`src/rtl/alu_arbiter.sv`:
```
// alu_arbiter: shares one combinational ALU between two valid/ready requesters.
// Define ALU_ARB_RR_EN for round-robin tie-breaking; otherwise requester 0 has fixed priority.
module alu_arbiter #(
  parameter int WIDTH = 32,
  parameter int CNT_W = 16
) (
  input  logic             clk,
  input  logic             rst_n,
  input  logic             req0_valid,
  output logic             req0_ready,
  input  logic [WIDTH-1:0] req0_a,
  input  logic [WIDTH-1:0] req0_b,
  input  logic [3:0]       req0_fun,
  input  logic             req1_valid,
  output logic             req1_ready,
  input  logic [WIDTH-1:0] req1_a,
  input  logic [WIDTH-1:0] req1_b,
  input  logic [3:0]       req1_fun,
  output logic             rsp0_valid,
  input  logic             rsp0_ready,
  output logic             rsp1_valid,
  input  logic             rsp1_ready,
  output logic [WIDTH-1:0] rsp_data,
  output logic [WIDTH-1:0] alu_a,
  output logic [WIDTH-1:0] alu_b,
  output logic [3:0]       alu_fun,
  input  logic [WIDTH-1:0] alu_out,
  output logic             busy,
  output logic [CNT_W-1:0] op_cnt
);
  typedef enum logic [1:0] {IDLE, EXEC, RESP} state_t;
  state_t state, state_nx;
  logic gnt, win, acc, rsp_hs;
  logic [WIDTH-1:0] op_a, op_b;
  logic [3:0] op_fun;
  assign acc = state == IDLE && (req0_valid || req1_valid);
  assign rsp_hs = state == RESP && (gnt ? rsp1_ready : rsp0_ready);
`ifdef ALU_ARB_RR_EN
  logic last;
  always_ff @(posedge clk or negedge rst_n)
    if (!rst_n) last <= 1'b1;
    else if (rsp_hs) last <= gnt;
  assign win = (req0_valid && req1_valid) ? ~last : req1_valid;
`else
  assign win = req1_valid && !req0_valid;
`endif
  always_ff @(posedge clk or negedge rst_n)
    if (!rst_n) state <= IDLE;
    else state <= state_nx;
  always_comb
    state_nx = state == IDLE ? (acc ? EXEC : IDLE) :
               state == EXEC ? RESP : (rsp_hs ? IDLE : RESP);
  always_comb begin
    req0_ready = acc && !win;
    req1_ready = acc && win;
    rsp0_valid = state == RESP && !gnt;
    rsp1_valid = state == RESP && gnt;
    busy = state != IDLE;
  end
  always_ff @(posedge clk or negedge rst_n)
    if (!rst_n) begin
      gnt <= 1'b0;
      op_a <= '0;
      op_b <= '0;
      op_fun <= '0;
      rsp_data <= '0;
      op_cnt <= '0;
    end else begin
      if (acc) begin
        gnt <= win;
        op_a <= win ? req1_a : req0_a;
        op_b <= win ? req1_b : req0_b;
        op_fun <= win ? req1_fun : req0_fun;
      end
      if (state == EXEC) rsp_data <= alu_out;
      if (rsp_hs) op_cnt <= op_cnt + CNT_W'(1);
    end
  // ALU inputs come straight from the op registers so they never glitch.
  assign alu_a = op_a;
  assign alu_b = op_b;
  assign alu_fun = op_fun;
endmodule

```
`config.mk`:
```
export PLATFORM = sky130hd
export DESIGN_NAME = alu_arbiter
export DESIGN_NICKNAME = d
export VERILOG_FILES = /design/src/rtl/alu_arbiter.sv
export SDC_FILE = /design/constraint.sdc
export NUM_CORES = 1
export LEC_CHECK = 0
export CAP_MARGIN = 20
export CORE_UTILIZATION = 43
export DETAILED_ROUTE_END_ITERATION = 8
export PLACE_DENSITY_LB_ADDON = 0.3
export SLEW_MARGIN = 20
export SYNTH_ARGS = -nofsm -noshare
export SYNTH_HDL_FRONTEND = slang
export SYNTH_SLANG_ARGS = --single-unit
```
`constraint.sdc`:
```
create_clock -name clk -period 4.06 [get_ports clk]
set_input_delay 0.812 -clock clk [delete_from_list [all_inputs] [get_ports clk]]
set_output_delay 0.812 -clock clk [all_outputs]
set_load 0.1 [all_outputs]
```
==> flow_summary.json <==
{
  "reg2reg_to": "alu_b[31]",
  "cts_setup_buffers": 0,
  "synth_nets": 702,
  "tightestPinTransition_ns": 1.02,
  "grt_max_degree": 120,
  "cts_resized": 0,
  "endpoint": "req1_ready",
  "syn_inst": 527,
  "firstDrtPassIters": 6,
  "synth_fa_ha_area_frac": 0.00222,
  "final_common_cell": "clkdlybuf4s50_1",
  "dieArea_sq_mm": 0.0136,
  "via_per_inst": 5.55,
  "layout_common_cells": "286 x clkdlybuf4s50_1, 119 x dfrtp_1, 68 x nor2b_1, 68 x a31oi_1, 68 x a22oi_1",
  "start_util": 0.444,
  "crit_start": "state[1]",
  "numCtsBuffers": 17,
  "setup_viol": 0,
  "worstPathRequired_ns": 3.25,
  "cp_num_buf_inv": 1,
  "vias": 5451,
  "antenna_found_initial": 1,
  "worstHoldPathType": "input port to async pin",
  "synth_top_family_by_area": "compound AO/OA/AOI/OAI gates",
  "synth_area_sq_mm": 0.00565,
  "synth_seq_cells": 119,
  "fin_crit_sh": 0.699,
  "rrSetupSlack_ns": 1.61,
  "cp_data_arrival_time_ns": 2.03,
  "die_x_um": 117,
  "grt_pass1_vias": 5397,
  "nets": 975,
  "fmax_ghz": 0.352,
  "drt_iter0_drc": 284,
  "synth-simple-area-share": 0.112,
  "drv_slew": 0,
  "timing.rr.start": "state[1]",
  "crit_path_end_kind": "output pin",
  "cts_tree": "done",
  "clk_latency_ns": 0.41,
  "synth_compound_area_frac": 0.227,
  "root_buffer": "clkbuf_16",
  "routedWlPerCell_um": 19.6,
  "drtAntennaViolNets": 0,
  "std_cell_rows": 41,
  "crit_chain": "nor2_4 -> nand2_1 -> nor2_1 -> buf_4",
  "ios": 295,
  "synth_cell_types": 30,
  "yosys_warnings": 0,
  "overflow": 0,
  "n_fill_cell": 911,
  "place.detailed.hpwl_mm": 12.8,
  "cts.sinks": 119,
  "setup_tns_ns": 0,
  "slew_headroom": 0.318,
  "die_y_um": 117,
  "critPathSlowestCell": "nor2_4",
  "port_buffers": 294,
  "core_area_sq_mm": 0.0127,
  "reg2reg_depth": 5,
  "path_clk_slew_ns": 0.05,
  "crit_type": "register to output pin",
  "route.detailed.drc": 0,
  "seq_area_frac_synth": 0.527,
  "cts_htree_levels": 4,
  "cts_buffer_depth": 2,
  "synth_mux_area_frac": 0.0683,
  "cts_hold_buf": 0,
  "finalHoldViolCount": 0,
  "gp_congestion": 0.773,
  "rsz0062_at_grt": "false",
  "routed_wl_mm": 19.3,
  "maxCapViolCount": 0,
  "cp.depth": 4,
  "synthXorXnorAreaFrac": 0.0233,
  "layout-drive-gt1-share": 0.101,
  "grt_pass1_wl_mm": 28.6,
  "grtUsageTotal": 0.283,
  "run_status": "complete, no violations",
  "period_needed_ns": 2.84,
  "cp_top_family": "simple AND/OR/NAND/NOR gates",
  "synthToLayoutAreaGrowth_pct": 64.6,
  "syn_avg_cell_area_sq_um": 10.7,
  "crit_path_start_kind": "register",
  "critical_path_peak_fanout": 31,
  "crit_path_max_incr_delay_ns": 0.61,
  "finClkSkew_ns": 0.00612
}
layer usage:
metal	vias up	track usage	wire, um
met5	-	0	0
met2	263	0.473	9320
met4	0	0.140	647
met3	40	0.0965	1710
li1	2500	-	-
met1	2648	0.324	7590
worst min path at each step:
stage	end	cells after the start	slack, ns
2_1_floorplan	alu_a[0]	0	0.52
3_3_place_gp	op_cnt[15]	1	0.46
3_5_place_dp	op_cnt[15]	1	0.48
4_1_cts	op_cnt[15]	1	0.49
5_1_grt	op_cnt[15]	1	0.50
6_report	alu_a[24]	2	0.44
cell families after synthesis:
| family | count (synthesis) |
|---|---|
| adders and majority gates | 1 |
| and+or+nand+nor | 102 |
| DFF | 119 |
| xor gates and xnor gates | 15 |
| muxes | 34 |
| buffers and inverters | 51 |
| AOI/OAI and AO/OA | 205 |
layout make-up:
class                      count  area [sq um]  area share
clock buffer                  20           457      0.0491
timing repair buffer         302          3010       0.323
multi-input combinational    357          2450       0.264
inverter                       3          11.3     0.00121
sequential                   119          2980       0.320
tap                          172           215      0.0232
clock inverter                 9           175      0.0188
antenna                        1          2.50    0.000269
sequential cells by signal (all words and copies together) (netlist names):
register,cells
gnt,1
state,2
op_cnt,16
alu_b,32
alu_a,32
rsp_data,32
alu_fun,4
cells in the mapped netlist, drive strengths merged:
| cell type | count | share of area |
|---|---|---|
| nor2 | 8 | 0.0058 |
| nand4 | 3 | 0.0033 |
| dfrtp | 119 | 0.53 |
| nor4 | 3 | 0.0086 |
| and4 | 2 | 0.0031 |
| ha | 1 | 0.0022 |
| mux2i | 1 | 0.0024 |
| buf | 14 | 0.015 |
| o21ai | 68 | 0.060 |
| nand3 | 5 | 0.0044 |
| xnor2 | 11 | 0.017 |
| xor2 | 4 | 0.0062 |
| mux2 | 33 | 0.066 |
| and3 | 3 | 0.0033 |
| and2 | 1 | 0.0011 |
| a31oi | 68 | 0.075 |
| nand2 | 7 | 0.0047 |
| a21oi | 1 | 0.00089 |
| clkbuf | 34 | 0.023 |
| nor2b | 68 | 0.075 |
| a22oi | 68 | 0.090 |
| nand2b | 2 | 0.0022 |
| inv | 3 | 0.0020 |
per-stage QoR:
stage / utilization / worst slack, ns / std cells / area, sq um / hold WS, ns
after global placement: 0.681 / 1.61 / 953 / 8660 / 0.463
after floorplan: - / 0.456 / 527 / 5650 / 0.516
after CTS: 0.730 / 1.19 / 982 / 9290 / 0.493
final: 0.731 / 1.22 / 983 / 9300 / 0.442
after detailed placement: 0.681 / 1.63 / 953 / 8660 / 0.481
after global routing: 0.731 / 1.06 / 983 / 9300 / 0.500
Power is left out: the tool's default activity adds up to more than one toggle a clock period on the data nets, which glitch-free logic cannot reach.
